`src/rtl/addsub_pkg.sv`:
```
// addsub_pkg: shared definitions for the add/sub issue controller.
//   DATA_W / LANE_W / LANES describe the packed dual-lane 4-bit operand format.
//   OP_ADD / OP_SUB are the only op codes forwarded to the arithmetic unit.
//   state_e is the controller sequencing state.
//   LANE_MAX / LANE_MIN are the saturation values used when ADDSUB_SAT_EN is defined.
package addsub_pkg;

  localparam int DATA_W = 8;
  localparam int LANE_W = 4;
  localparam int LANES  = 2;

  localparam logic [1:0] OP_ADD = 2'd0;
  localparam logic [1:0] OP_SUB = 2'd1;

  localparam logic [LANE_W-1:0] LANE_MAX = {1'b0, {(LANE_W-1){1'b1}}};
  localparam logic [LANE_W-1:0] LANE_MIN = {1'b1, {(LANE_W-1){1'b0}}};

  typedef enum logic [1:0] {
    IDLE,
    WAIT,
    RESP
  } state_e;

  function automatic logic op_is_legal(input logic [1:0] op);
    return (op <= OP_SUB);
  endfunction

endpackage

```
`src/rtl/addsub_issue_ctrl_if.sv`:
```
// addsub_issue_ctrl_if: request and response handshake bundle.
//   req_valid/req_ready/req_in1/req_in2/req_op : operand request channel
//   rsp_valid/rsp_ready/rsp_data/rsp_ovf/rsp_err : result response channel
//   slave  : controller side (consumes requests, produces responses)
//   master : requester side
interface addsub_issue_ctrl_if;
  import addsub_pkg::*;

  logic              req_valid;
  logic              req_ready;
  logic [DATA_W-1:0] req_in1;
  logic [DATA_W-1:0] req_in2;
  logic [1:0]        req_op;

  logic              rsp_valid;
  logic              rsp_ready;
  logic [DATA_W-1:0] rsp_data;
  logic [LANES-1:0]  rsp_ovf;
  logic              rsp_err;

  modport slave (
    input  req_valid, req_in1, req_in2, req_op, rsp_ready,
    output req_ready, rsp_valid, rsp_data, rsp_ovf, rsp_err
  );

  modport master (
    output req_valid, req_in1, req_in2, req_op, rsp_ready,
    input  req_ready, rsp_valid, rsp_data, rsp_ovf, rsp_err
  );

endinterface

```
`src/rtl/addsub_lane_chk.sv`:
```
// addsub_lane_chk: per-lane signed overflow detection and result shaping.
//   a, c : lane operands (two's complement), r : lane result from the unit
//   op   : registered op select (only OP_ADD / OP_SUB reach here)
//   ovf  : signed overflow of a op c as observed in r
//   res  : r, or the saturated lane value when ADDSUB_SAT_EN is defined
// Purely combinational.
module addsub_lane_chk
  import addsub_pkg::*;
(
  input  logic [LANE_W-1:0] a,
  input  logic [LANE_W-1:0] c,
  input  logic [LANE_W-1:0] r,
  input  logic [1:0]        op,
  output logic              ovf,
  output logic [LANE_W-1:0] res
);

  logic sa;
  logic sc;
  logic sr;

  assign sa = a[LANE_W-1];
  assign sc = c[LANE_W-1];
  assign sr = r[LANE_W-1];

  always_comb begin
    ovf = 1'b0;
    if (op == OP_SUB) begin
      // a - c overflows only when the operands differ in sign
      ovf = (sa != sc) && (sr != sa);
    end else begin
      ovf = (sa == sc) && (sr != sa);
    end
  end

`ifdef ADDSUB_SAT_EN
  // Overflow direction follows the sign of a: positive a can only overflow upward.
  assign res = ovf ? (sa ? LANE_MIN : LANE_MAX) : r;
`else
  assign res = r;
`endif

endmodule

```
`src/rtl/addsub_issue_ctrl.sv`:
```
// addsub_issue_ctrl: issue/capture sequencer for the packed dual-lane 4-bit
// signed add/sub unit.
//   clk, rst  : clock (rising edge) and synchronous active-high reset
//   bus       : request/response handshakes (slave modport)
//   au_in1/2  : registered operands to the unit, au_op : registered op select
//   au_out    : unit result, sampled only on the capture edge
//   busy      : controller not idle
//   op_count  : completed response handshakes, wrapping
// A request is registered into the unit, the result is captured exactly
// SETTLE_CYCLES edges later (legal range 1..15) and returned with per-lane
// overflow and an illegal-op flag.
// Optional macro ADDSUB_SAT_EN: saturate overflowing lanes in rsp_data.
module addsub_issue_ctrl
  import addsub_pkg::*;
#(
  parameter int SETTLE_CYCLES = 1,
  parameter int OP_CNT_W      = 16
) (
  input  logic                clk,
  input  logic                rst,
  addsub_issue_ctrl_if.slave  bus,
  output logic [DATA_W-1:0]   au_in1,
  output logic [DATA_W-1:0]   au_in2,
  output logic [1:0]          au_op,
  input  logic [DATA_W-1:0]   au_out,
  output logic                busy,
  output logic [OP_CNT_W-1:0] op_count
);

  localparam logic [3:0] SETTLE_LOAD = 4'(SETTLE_CYCLES - 1);

  state_e              state_q, state_d;
  logic [3:0]          cnt_q, cnt_d;
  logic                err_q, err_d;
  logic [DATA_W-1:0]   au_in1_q, au_in1_d;
  logic [DATA_W-1:0]   au_in2_q, au_in2_d;
  logic [1:0]          au_op_q, au_op_d;
  logic [DATA_W-1:0]   rsp_data_q, rsp_data_d;
  logic [LANES-1:0]    rsp_ovf_q, rsp_ovf_d;
  logic                rsp_err_q, rsp_err_d;
  logic                rsp_valid_q, rsp_valid_d;
  logic [OP_CNT_W-1:0] op_count_q, op_count_d;

  logic                req_ready;
  logic                accept;
  logic                rsp_hs;
  logic [LANES-1:0]    lane_ovf;
  logic [DATA_W-1:0]   lane_res;

  for (genvar gi = 0; gi < LANES; gi++) begin : g_lane
    addsub_lane_chk u_chk (
      .a   (au_in1_q[gi*LANE_W +: LANE_W]),
      .c   (au_in2_q[gi*LANE_W +: LANE_W]),
      .r   (au_out[gi*LANE_W +: LANE_W]),
      .op  (au_op_q),
      .ovf (lane_ovf[gi]),
      .res (lane_res[gi*LANE_W +: LANE_W])
    );
  end

  always_comb begin
    // Ready in RESP only when the pending response leaves on this edge,
    // which makes back-to-back issue possible.
    req_ready = ~rst & ((state_q == IDLE) | ((state_q == RESP) & bus.rsp_ready));
    accept    = bus.req_valid & req_ready;
    rsp_hs    = rsp_valid_q & bus.rsp_ready;

    state_d     = state_q;
    cnt_d       = cnt_q;
    err_d       = err_q;
    au_in1_d    = au_in1_q;
    au_in2_d    = au_in2_q;
    au_op_d     = au_op_q;
    rsp_data_d  = rsp_data_q;
    rsp_ovf_d   = rsp_ovf_q;
    rsp_err_d   = rsp_err_q;
    rsp_valid_d = rsp_valid_q;
    op_count_d  = op_count_q;

    if (accept) begin
      au_in1_d = bus.req_in1;
      au_in2_d = bus.req_in2;
      // Illegal ops still run through the unit as an add so timing is
      // identical; the result is discarded at capture.
      au_op_d  = op_is_legal(bus.req_op) ? bus.req_op : OP_ADD;
      err_d    = ~op_is_legal(bus.req_op);
      cnt_d    = SETTLE_LOAD;
      state_d  = WAIT;
    end

    case (state_q)
      WAIT: begin
        if (cnt_q == 4'd0) begin
          rsp_data_d  = err_q ? '0 : lane_res;
          rsp_ovf_d   = err_q ? '0 : lane_ovf;
          rsp_err_d   = err_q;
          rsp_valid_d = 1'b1;
          state_d     = RESP;
        end else begin
          cnt_d = cnt_q - 4'd1;
        end
      end
      RESP: begin
        if (rsp_hs) begin
          op_count_d  = op_count_q + OP_CNT_W'(1);
          rsp_valid_d = 1'b0;
          if (!accept) begin
            state_d = IDLE;
          end
        end
      end
      default: ;
    endcase
  end

  always_ff @(posedge clk) begin
    if (rst) begin
      state_q     <= IDLE;
      cnt_q       <= '0;
      err_q       <= 1'b0;
      au_in1_q    <= '0;
      au_in2_q    <= '0;
      au_op_q     <= '0;
      rsp_data_q  <= '0;
      rsp_ovf_q   <= '0;
      rsp_err_q   <= 1'b0;
      rsp_valid_q <= 1'b0;
      op_count_q  <= '0;
    end else begin
      state_q     <= state_d;
      cnt_q       <= cnt_d;
      err_q       <= err_d;
      au_in1_q    <= au_in1_d;
      au_in2_q    <= au_in2_d;
      au_op_q     <= au_op_d;
      rsp_data_q  <= rsp_data_d;
      rsp_ovf_q   <= rsp_ovf_d;
      rsp_err_q   <= rsp_err_d;
      rsp_valid_q <= rsp_valid_d;
      op_count_q  <= op_count_d;
    end
  end

  assign bus.req_ready = req_ready;
  assign bus.rsp_valid = rsp_valid_q;
  assign bus.rsp_data  = rsp_data_q;
  assign bus.rsp_ovf   = rsp_ovf_q;
  assign bus.rsp_err   = rsp_err_q;
  assign au_in1        = au_in1_q;
  assign au_in2        = au_in2_q;
  assign au_op         = au_op_q;
  assign busy          = (state_q != IDLE);
  assign op_count      = op_count_q;

endmodule

```
`src/flat_wrapper.sv`:
```
// flat-port wrapper written by rule: the top's interface ports become plain ports
module addsub_issue_ctrl_flat import addsub_pkg::*;
#(
  parameter int SETTLE_CYCLES = 1,
  parameter int OP_CNT_W      = 16
)
  (clk, rst, au_in1, au_in2, au_op, au_out, busy, op_count, bus_req_valid, bus_req_in1, bus_req_in2, bus_req_op, bus_rsp_ready, bus_req_ready, bus_rsp_valid, bus_rsp_data, bus_rsp_ovf, bus_rsp_err);
  addsub_issue_ctrl_if bus_i ();
  input  logic clk;
  input  logic rst;
  output logic [DATA_W-1:0] au_in1;
  output logic [DATA_W-1:0] au_in2;
  output logic [1:0] au_op;
  input  logic [DATA_W-1:0] au_out;
  output logic busy;
  output logic [OP_CNT_W-1:0] op_count;
  input wire logic [$bits(bus_i.req_valid)-1:0] bus_req_valid;
  input wire logic [$bits(bus_i.req_in1)-1:0] bus_req_in1;
  input wire logic [$bits(bus_i.req_in2)-1:0] bus_req_in2;
  input wire logic [$bits(bus_i.req_op)-1:0] bus_req_op;
  input wire logic [$bits(bus_i.rsp_ready)-1:0] bus_rsp_ready;
  output wire logic [$bits(bus_i.req_ready)-1:0] bus_req_ready;
  output wire logic [$bits(bus_i.rsp_valid)-1:0] bus_rsp_valid;
  output wire logic [$bits(bus_i.rsp_data)-1:0] bus_rsp_data;
  output wire logic [$bits(bus_i.rsp_ovf)-1:0] bus_rsp_ovf;
  output wire logic [$bits(bus_i.rsp_err)-1:0] bus_rsp_err;
  assign bus_i.req_valid = bus_req_valid;
  assign bus_i.req_in1 = bus_req_in1;
  assign bus_i.req_in2 = bus_req_in2;
  assign bus_i.req_op = bus_req_op;
  assign bus_i.rsp_ready = bus_rsp_ready;
  assign bus_req_ready = bus_i.req_ready;
  assign bus_rsp_valid = bus_i.rsp_valid;
  assign bus_rsp_data = bus_i.rsp_data;
  assign bus_rsp_ovf = bus_i.rsp_ovf;
  assign bus_rsp_err = bus_i.rsp_err;
  addsub_issue_ctrl #(.SETTLE_CYCLES(SETTLE_CYCLES), .OP_CNT_W(OP_CNT_W)) u_core (.clk(clk), .rst(rst), .bus(bus_i), .au_in1(au_in1), .au_in2(au_in2), .au_op(au_op), .au_out(au_out), .busy(busy), .op_count(op_count));
endmodule
```
`config.mk`:
```
export PLATFORM = sky130hd
export DESIGN_NAME = addsub_issue_ctrl_flat
export DESIGN_NICKNAME = d
export VERILOG_FILES = /design/src/rtl/addsub_pkg.sv /design/src/rtl/addsub_issue_ctrl_if.sv /design/src/rtl/addsub_lane_chk.sv /design/src/rtl/addsub_issue_ctrl.sv /design/src/flat_wrapper.sv
export SDC_FILE = /design/constraint.sdc
export NUM_CORES = 1
export LEC_CHECK = 0
export CAP_MARGIN = 40
export CELL_PAD_IN_SITES_DETAIL_PLACEMENT = 1
export CELL_PAD_IN_SITES_GLOBAL_PLACEMENT = 2
export CORE_MARGIN = 2
export CORE_UTILIZATION = 25
export DETAILED_ROUTE_END_ITERATION = 10
export GPL_ROUTABILITY_DRIVEN = 0
export PLACE_DENSITY = 0.88
export SETUP_SLACK_MARGIN = 0.15
export SLEW_MARGIN = 20
export SYNTH_ARGS = -nofsm -noshare
export SYNTH_HDL_FRONTEND = slang
export SYNTH_SLANG_ARGS = --single-unit
```
`constraint.sdc`:
```
create_clock -name clk -period 3.8 [get_ports clk]
set_clock_uncertainty 0.1 [all_clocks]
set_input_delay 0.76 -clock clk [delete_from_list [all_inputs] [get_ports clk]]
set_output_delay 0.76 -clock clk [all_outputs]
set_load 0.05 [all_outputs]
```
Word level (Yosys, flattened, before mapping)
Cells that the tools add are included.
- output and inout port bits: 48
- memory bits (read-only): 0
- flip-flop bits (word level): 53
- latch bits: 0
- memories: 0
- RAM bits: 0
- word-level logic and storage cells: 59
- bitwise gates (word level): 7
- magnitude comparators: 1
- shift operators: 0
- eq/ne operators: 11
- reductions and logical operators: 11
- multiplexer cells: 16
- add/subtract/negate cells: 2
- multiply operators: 0
- div/mod/pow operators: 0
- operator list (cell ; count):
    $add A16 B1 Y16 const B ; 1
    $mux W2 ; 6
    $mux W4 ; 3
    $mux W8 ; 1
    $and A1 B1 Y1 ; 4
    $eq A2 B1 Y1 const B ; 2
    $logic_and A1 B1 Y1 ; 4
    $logic_not A4 Y1 ; 1
    $mux W1 ; 4
    $ne A1 B1 Y1 ; 4
    $ne A2 B1 Y1 const B ; 2
    $pmux W2 S2 ; 1
    $reduce_and A2 Y1 ; 2
    $reduce_bool A2 Y1 ; 2
    $sub A4 B1 Y4 const B ; 1
    $reduce_and A3 Y1 ; 1
    $eq A1 B1 Y1 ; 2
    $eq A2 B2 Y1 const B ; 1
    $le A2 B1 Y1 const B ; 1
    $logic_not A2 Y1 ; 1
    $not A1 Y1 ; 2
    $pmux W1 S2 ; 1
    $or A1 B1 Y1 ; 1

Logic depth before layout (Yosys ltp)
Gate-level depths: netlist (run 1).
- depth after elaboration: 9
- depth in mapped cells: 8
- mapped depth without buffers: 6

By module
Synthesis (run 1) repeated with hierarchy kept, for this count alone.
- cells, all modules: 285
- area total of the unflattened synthesis: 2378.5 µm²
- by module, submodules not included (module ; sequential area each (µm²) ; cells each ; area each (µm²) ; times used):
    addsub_issue_ctrl ; 1061.0 ; 267 ; 2228.4 ; 1
    addsub_lane_chk ; 0.0 ; 9 ; 75.1 ; 2

Worst setup path after synthesis (run 1)
OpenSTA, ideal clock, no wires.
- kind: input to output
- start: in rst
- end: out bus_req_ready
- buffers on the path: 2
- arrival time: 1.909 ns
- slack: 1.031 ns
- stages: 3
- data required time: 2.940 ns
- cells stage by stage: clkbuf_1 -> clkbuf_1 -> a21oi_1
- word-level cells in the longest chain between the ends: 2
- ends and longest elaborated chain (item ; line ; RTL):
    start: declaration ; flat_wrapper.sv:10 ; input logic rst;
    $not A1 Y1 ; addsub_issue_ctrl.sv:64 ; req_ready = ~rst & ((state_q == IDLE) | ((state_q == RESP) & bus.rsp_ready));
    $and A1 B1 Y1 ; addsub_issue_ctrl.sv:64 ;
    end: declaration ; flat_wrapper.sv:22 ; output wire logic [$bits(bus_i.req_ready)-1:0] bus_req_ready;
No other way between the ends.

Worst setup path in the final report (run 1)
- start: in bus_rsp_ready
- end: out bus_req_ready
- word-level cells in the longest chain between the ends: 3
- ends and longest elaborated chain (item ; line ; RTL):
    start: declaration ; flat_wrapper.sv:21 ; input wire logic [$bits(bus_i.rsp_ready)-1:0] bus_rsp_ready;
    $and A1 B1 Y1 ; addsub_issue_ctrl.sv:64 ;
    $or A1 B1 Y1 ; addsub_issue_ctrl.sv:64 ;
    $and A1 B1 Y1 ; addsub_issue_ctrl.sv:64 ;
No other way between the ends.

==> results.txt, run 1 <==
The ratio of routed vias to standard cells is 4.73. The core region is roughly 0.0088 mm². The achievable clock frequency is roughly 360 MHz. The hold path endpoint is u_core.bus.rsp_err$_SDFFE_PP0P_. The number of library cell types mapped by synthesis is 39. The clock root buffer is sky130_fd_sc_hd__clkbuf_8.

The number of cells in the design after placement is 444. The area fraction of the dominant cell type after synthesis came out at between 40% and 50%. The number of I/O pins is 78. The depth of the most critical reg-to-reg path came out at 6. The run finished with clean final reports. The post-CTS repair timing setup buffer count came out at 0. The final standard cell area without fillers came out at between 0.003 and 0.004 mm².

The measured slew at the worst slew-check pin came out at 0.676 ns. The average cell area after synthesis came out at 8.45 µm². After detailed routing, the met2 layer carries ~2.8 mm of wire.

In the synthesized netlist the dominant register cell turns out to be sky130_fd_sc_hd__dfxtp_1. The largest driver fanout on the critical path came out at 5. The sequential area share after synthesis is ~46%. The worst hold path cell count is 2. The leakage power total came out at between 1 and 1.5 nW. The start of the worst register-to-register path is u_core.state_q[0]$_SDFF_PP0_. By startpoint and endpoint, the worst setup path is classified as in -> out. The final standard cell count with taps included and fillers excluded is about 450. The clock transition time at the flip-flop clock pins of the worst setup and hold paths is roughly 0.090 ns. The hold path startpoint is u_core.bus.rsp_err$_SDFFE_PP0P_.

The number of CTS-inserted buffers is 5. At the worst endpoint, the arrival time is slightly below 2 ns. Summed over all nets, the half-perimeter wirelength after detailed placement is 4.51 mm. The count of antenna-violating nets left after detailed routing came out at 0. sky130_fd_sc_hd__nand2_1 is the most common cell in the netlist. The total die area is around 0.010 mm². The number of flops mapped to enable cells by yosys is 0. The clock period minus worst slack is between 2 and 3 ns. The post-cts sizing count is 0. STA classifies the critical path startpoint as an input port. The detailed-route wire length on metal 1 is around 2.7 mm.

The number of hold buffers added after cts came out at 0. Setup violations remaining at the end of the flow were counted as 0. The CTS tree is built. The filler cells instantiated in the layout total 1048. For this configuration, the core starts out at a cell density of 26.1%. STA classifies the critical path endpoint as an output port. Dividing the detail-routed wire length by the instance count gives approximately 14 µm. After detailed routing, no signal wire sits above met4. The leftover overflow at the end of global routing is 0. The number of sinks on the clock net came out at between 50 and 60. The gate count of the mapped netlist came out at between 200 and 300. The die height is 99.9 µm.

Of all flip-flops after synthesis, the portion carrying an async set or reset was 0%. The post-synthesis sequential element count is 53. Of all cell types, the one taking the most synthesized area is sky130_fd_sc_hd__dfxtp_1. The final count of pins violating max slew is 0. The routed wire length is around 6.2 mm.

The synthesized net count is roughly 300. Entering global routing, the biggest net connects just over 40 pins. The overall via count from detail_route came out at around 2100. The DRC violation count after routing is 0. The initial antenna violation count was 0.

The power density over cell area is ~380 mW/mm². After synthesis, the cell types taking the most area are sky130_fd_sc_hd__dfxtp_1 (46%), sky130_fd_sc_hd__nand2_1 (9.0%), sky130_fd_sc_hd__a21oi_1 (5.2%). The net count of the finished layout is between 300 and 400. Max-cap violations in this run came to 0. The met3 wire length came out at ~630 µm. The data required time at the worst endpoint is about 3 ns.

The synthesis-to-finish area growth is 43.2%. The first global-routing pass estimated about 10 mm of wire. Summing every instance area after synthesis gives about 0.0023 mm². The worst register-to-register path ends at u_core.op_count[14]$_SDFFE_PP0P_. Clock latency on the worst-skew pair, taken at its later pin, is around 0.3 ns. The quantity of I/O buffers inserted on ports came out at 77. The number of global-route vias before repair was around 2200. The number of violations reported at the end of detailed-routing iteration 0 is 50. The number of hold violations in the final report was 0. The total of warnings raised by yosys is 0. The horizontal extent of the die came out at approximately 100 µm. The relative slew slack came out at a little over half. The maximum resistive drop on vdd came out at 139 µV. The final clock period utilization by the worst path is 73.9%. The commonest cells after synthesis are sky130_fd_sc_hd__nand2_1 (55), sky130_fd_sc_hd__dfxtp_1 (53), sky130_fd_sc_hd__a21oi_1 (24), sky130_fd_sc_hd__o21ai_0 (24), sky130_fd_sc_hd__clkbuf_1 (14).

The longest clock path from root to sink contains 2 buffers. After detailed placement, the total cell area comes to ~0.0032 mm². The H-tree depth is 2. The first-pass iteration count of the detailed router is 4. Row generation in the floorplan step produced 34 rows. The overall routing resource usage is 12.7%. The share of post-route cells with drive strength above 1 is under 10%. The slack of the worst reg-to-reg path came out at 1.70 ns. The final sum of negative setup slack is 0 ns.

The worst hold path belongs to the class reg -> reg. The number of antenna diodes in the final layout is 0. Setup repair after global routing left no endpoint under its margin.
where the power goes:
part | switching, mW | internal, mW
Clock | 0.182 | 0.215
Sequential | 0.0184 | 0.580
Combinational | 0.152 | 0.0970
cells in the final DEF, fill, tap and decap left out, drive strengths merged, types with 2 or more instances in the layout:
| cell type | n |
|---|---|
| clkbuf | 7 |
| xor2 | 5 |
| nand2b | 3 |
| and2 | 2 |
| inv | 7 |
| nand3b | 9 |
| o31ai | 6 |
| xnor2 | 5 |
| nor2 | 10 |
| dfxtp | 53 |
| mux2i | 4 |
| nand2 | 55 |
| a21oi | 24 |
| nor3b | 6 |
| buf | 4 |
| ha | 5 |
| or4 | 6 |
| nand3 | 9 |
| and4 | 3 |
| o21ai | 24 |
| nor2b | 3 |
| clkdlybuf4s50 | 76 |
| nand4 | 2 |
kinds of logic (layout without fill, tap and decap cells):
| logic type | after synthesis | after routing | share of synthesized area (%) |
|---|---|---|---|
| AOI/OAI and AO/OA | 60 | 60 | 14.6 |
| xor gates and xnor gates | 10 | 10 | 3.81 |
| adders and majority gates | 5 | 5 | 2.72 |
| buffers and inverters | 23 | 95 | 4.14 |
| DFF | 53 | 53 | 46.2 |
| muxes | 4 | 4 | 1.74 |
| and+or+nand+nor | 117 | 117 | 26.8 |
per-stage QoR:
step	total power, mW	worst slack [ns]	hold WS, ns	util [%]
floorplan	0.758	1.03	0.362	-
global route	1.30	0.904	0.378	37.4
detailed placement	0.862	0.921	0.351	36.0
CTS	1.26	1.00	0.366	37.4
global placement	0.859	0.982	0.342	36.0
finish	1.24	0.990	0.360	37.4
registers in the layout, indices dropped and copies added (netlist names):
| name | cells |
|---|---|
| u_core.au_in1 | 8 |
| u_core.au_in2 | 8 |
| u_core.au_op | 2 |
| u_core.bus.rsp_data | 8 |
| u_core.bus.rsp_err | 1 |
| u_core.bus.rsp_ovf | 2 |
| u_core.bus.rsp_valid | 1 |
| u_core.cnt_q | 4 |
| u_core.err_q | 1 |
| u_core.op_count | 16 |
| u_core.state_q | 2 |
worst max path at each step:
stage / startpoint / endpoint / slack, ns
floorplan: rst / bus_req_ready / 1.03
global placement: rst / u_core.state_q[0]$_SDFF_PP0_ / 0.98
detailed placement: rst / u_core.state_q[1]$_SDFF_PP0_ / 0.92
CTS: bus_rsp_ready / bus_req_ready / 1.00
global route: bus_rsp_ready / bus_req_ready / 0.90
finish: bus_rsp_ready / bus_req_ready / 0.99
worst max-delay path, cell delays in order:
cell	delay (ns)
sky130_fd_sc_hd__clkdlybuf4s50_1	0.62
sky130_fd_sc_hd__nand2_1	0.13
sky130_fd_sc_hd__a21oi_1	0.26
sky130_fd_sc_hd__buf_12	0.18
per-layer routing:
metal	vias up	global-route usage (%)
met4	0	2.21
met5	-	0
li1	1080	-
met2	64	20.7
met1	991	15.1
met3	4	6.62
cell type report:
class | instances | area, µm² | area share [%]
clock buffers | 7 | 86.3 | 2.62
clock inverters | 1 | 30.0 | 0.913
inverters | 7 | 26.3 | 0.798
multi-input cells | 196 | 1150 | 34.9
flip-flops and latches | 53 | 1060 | 32.2
well taps | 108 | 135 | 4.11
repair buffers | 80 | 803 | 24.4
Power figures use the tool's default switching activity.
==> run 2: changes to the inputs <==
- CORE_UTILIZATION: 25 -> 23
- PLACE_DENSITY: 0.88 -> 0.85
- clock period: 3.8 -> 2.5 ns (I/O delays scaled with it)
==> results.txt, run 2 (synthesis results as in run 1) <==
The flow ran to the end, and the final reports show no timing, DRC or antenna violations. The worst path needs roughly 2.3 ns of the cycle, external delays included. The depth of the most critical reg-to-reg path is 4 (-2). The min-delay analysis places its worst path in the category reg -> reg.

The capturing point of the worst reg2reg path is u_core.op_count[12]$_SDFFE_PP0P_. The count of endpoints failing setup in the final report is 0 (unchanged). The horizontal extent of the die is 104 µm (+4.1%).

The family with the most delay on the worst path is buffers and inverters. The leftover overflow at the end of global routing is 0 (unchanged). The startpoint identified for the worst register-to-register timing path is u_core.op_count[3]$_SDFFE_PP0P_.

TritonCTS built the clock tree. The number of I/O pins came out at 78 (unchanged). The net switching power is 0.545 mW (+55%). The routed length per placed instance is 13.0 µm (-4.7%). The total stage count of the critical path is 4 (unchanged). The clock latency at the later pin of the worst-skew pair came out at 0.30 ns (about the same). The critical path is of the in -> out type. The number of sinks on the clock net came to 53 (unchanged). From synthesis to final layout, the design area changed by 47.1%. The pin count of the biggest net entering global routing is 41 (unchanged). Of the available clock period, the critical path in the final layout requires between 90% and 100%. The worst setup slack after placement is 0.128 ns (-0.793 ns). The routed wire length is 6.26 mm (+1.8%). The maximum clock path buffer count is 2 (unchanged).

The maximum resistive drop on vdd is 283 µV (+100%). The wire length of the first global-routing pass came out at 10.7 mm (+3.2%). The fill cell total of the finished layout is 1181 (+13%).

The achievable clock frequency came out at between 400 and 500 MHz. The net total in the final layout is 384 (+1.6%). The critical path buffer and inverter count is 2 (unchanged). The number of global-route vias before repair was 2202 (+0.14%). The overall via count from detail_route is 2166 (+1.3%). The clock transition time at the flip-flop clock pins of the worst setup and hold paths came out at 0.09 ns (about the same). The final count of pins violating max slew is 0 (unchanged). The biggest cell delay along the critical path came out at 0.59 ns (-0.03 ns). The die height is 104 µm (+4.1%). The number of CTS-inserted buffers came out at 5 (unchanged). The data required time at the worst endpoint is 1.90 ns (-1.04 ns). The power share of the clock group is 32.1% (+0.2 points). The most frequent standard cell in the layout excluding fill and tap cells is sky130_fd_sc_hd__clkdlybuf4s50_1. STA classifies the critical path startpoint as an input port. The antenna diode count is 0 (unchanged).

The combinational fraction of design power is 20.2% (+0.2 points). The power density over cell area is 564 mW/mm² (+49%). The DRC violation count after routing is 0 (unchanged). The share of post-route cells with drive strength above 1 is 6.29% (+1.9 points). The leakage power total came out at 1.16 nW (+3.1%). The first-pass iteration count of the detailed router is 4 (unchanged). The estimated wirelength of the detail-placed design came out at 4.61 mm (+2.2%).

The initial core utilization came out at 23.6% (-2.5 points). The number of max-cap violations was 0 (unchanged). The largest driver fanout on the critical path was 5 (unchanged). The ratio of routed vias to standard cells came to 4.48 (-5.2%). The core outline area is 0.00973 mm² (+10%). The measured slew at the worst slew-check pin is 0.538 ns (-0.139 ns). The share of total power in sequential cells came out at 47.7% (-0.4 points). The H-tree depth came out at 2 (unchanged). The final sum of negative setup slack is 0 ns (unchanged). The cell-internal power came out at 1.36 mW (+53%). The count of antenna-violating nets left after detailed routing came out at 0 (unchanged). The global-route track usage on met2 was 19.2% (-1.5 points). The overall routing resource usage is 11.9% (-0.82 points). The proportion of total power due to net switching is 28.6% (+0.29 points). The relative slew slack is 64.0% (+9.2 points). The total number of placement rows came out at 36 (+5.9%). The number of hold violations in the final report came out at 0 (unchanged). STA classifies the critical path endpoint as an output port. The number of violations reported at the end of detailed-routing iteration 0 came out at 55 (+10%).

Walking the worst path, the cells encountered are clkdlybuf4s50_1 -> nand2_1 -> a21oi_1 -> buf_12. The slack of the critical path is 0.218 ns (-0.772 ns). The initial antenna violation count came out at 0 (unchanged). The slowest stage of the critical path is the sky130_fd_sc_hd__clkdlybuf4s50_1 cell. The critical path ends at bus_req_ready. The slack of the worst reg-to-reg path is 0.53 ns (-1.17 ns). The arrival time of the worst setup path came out at 1.68 ns (-0.27 ns). The number of flip-flops in the largest register is 16 (unchanged). The post-CTS repair timing setup buffer count is 0 (unchanged). The met1 layer usage reported by global route came out at 15.1% (about the same). In this run the most used layer during global routing was met2. In the layout the commonest cells are sky130_fd_sc_hd__clkdlybuf4s50_1 (75), sky130_fd_sc_hd__nand2_1 (55), sky130_fd_sc_hd__dfxtp_1 (53). Setup repair after global routing left no endpoint under its margin. The met3 usage is 4.32% (-2.3 points). The quantity of I/O buffers inserted on ports came out at 77 (unchanged). The total die area is 0.0108 mm² (+8.3%). The critical path starts at bus_rsp_ready. The clock root buffer is sky130_fd_sc_hd__clkbuf_8.
## run 2: final cells by class
type	instances	area (µm²)	area share, %
clock inverters	1	30.0	0.888
clock buffers	7	86.3	2.55
inverters	7	26.3	0.777
multi-input cells	196	1150	34.0
flip-flops and latches	53	1060	31.4
well taps	133	166	4.92
repair buffers	86	860	25.4
## run 2: how the worst min path moves through the flow
stage | from | endpoint | slack, ns | cells after the start
final | u_core.bus.rsp_data[3]$_SDFFE_PP0P_ | u_core.bus.rsp_data[3]$_SDFFE_PP0P_ | 0.35 | 2
after global placement | u_core.bus.rsp_data[3]$_SDFFE_PP0P_ | u_core.bus.rsp_data[3]$_SDFFE_PP0P_ | 0.34 | 2
after detailed placement | u_core.bus.rsp_data[3]$_SDFFE_PP0P_ | u_core.bus.rsp_data[3]$_SDFFE_PP0P_ | 0.34 | 2
after floorplan | u_core.cnt_q[1]$_SDFF_PP0_ | u_core.cnt_q[1]$_SDFF_PP0_ | 0.36 | 2
after global routing | u_core.bus.rsp_data[5]$_SDFFE_PP0P_ | u_core.bus.rsp_data[5]$_SDFFE_PP0P_ | 0.39 | 2
after CTS | u_core.bus.rsp_data[3]$_SDFFE_PP0P_ | u_core.bus.rsp_data[3]$_SDFFE_PP0P_ | 0.36 | 2
## run 2: worst reg2reg max path: stages (launching register included)
cell                      delay [ns]
sky130_fd_sc_hd__dfxtp_1        0.44
sky130_fd_sc_hd__and4_1         0.27
sky130_fd_sc_hd__nand3_1        0.33
sky130_fd_sc_hd__or4_1          0.61
sky130_fd_sc_hd__a21oi_1        0.16
## run 2: metrics by stage
step	hold slack, ns	std cells	util, %	instance area (µm²)	total power [mW]
floorplan	0.362	272	-	2300	1.15
global placement	0.339	475	33.5	3260	1.31
detailed placement	0.343	475	33.5	3260	1.32
CTS	0.357	483	34.7	3380	1.94
global route	0.386	483	34.7	3380	2.01
finish	0.354	483	34.7	3380	1.91
## run 2: routing by layer
layer,vias up,share of wire (%)
li1,1087,-
met3,2,7.4
met1,1020,46
met2,57,46
met4,0,0.46
met5,-,0
## run 2: power groups by stage
stage | sequential, mW | combinational, mW | clock (mW)
3_3_place_gp | 0.928 | 0.385 | 0
2_1_floorplan | 1.04 | 0.112 | 0
3_5_place_dp | 0.929 | 0.389 | 0
5_1_grt | 0.916 | 0.411 | 0.685
4_1_cts | 0.910 | 0.389 | 0.643
6_report | 0.909 | 0.385 | 0.611
## run 2: timing repair
item,4_1_cts,5_1_grt
hold buffers,0,0
setup endpoints to repair,1,1
gates resized for setup,1,1
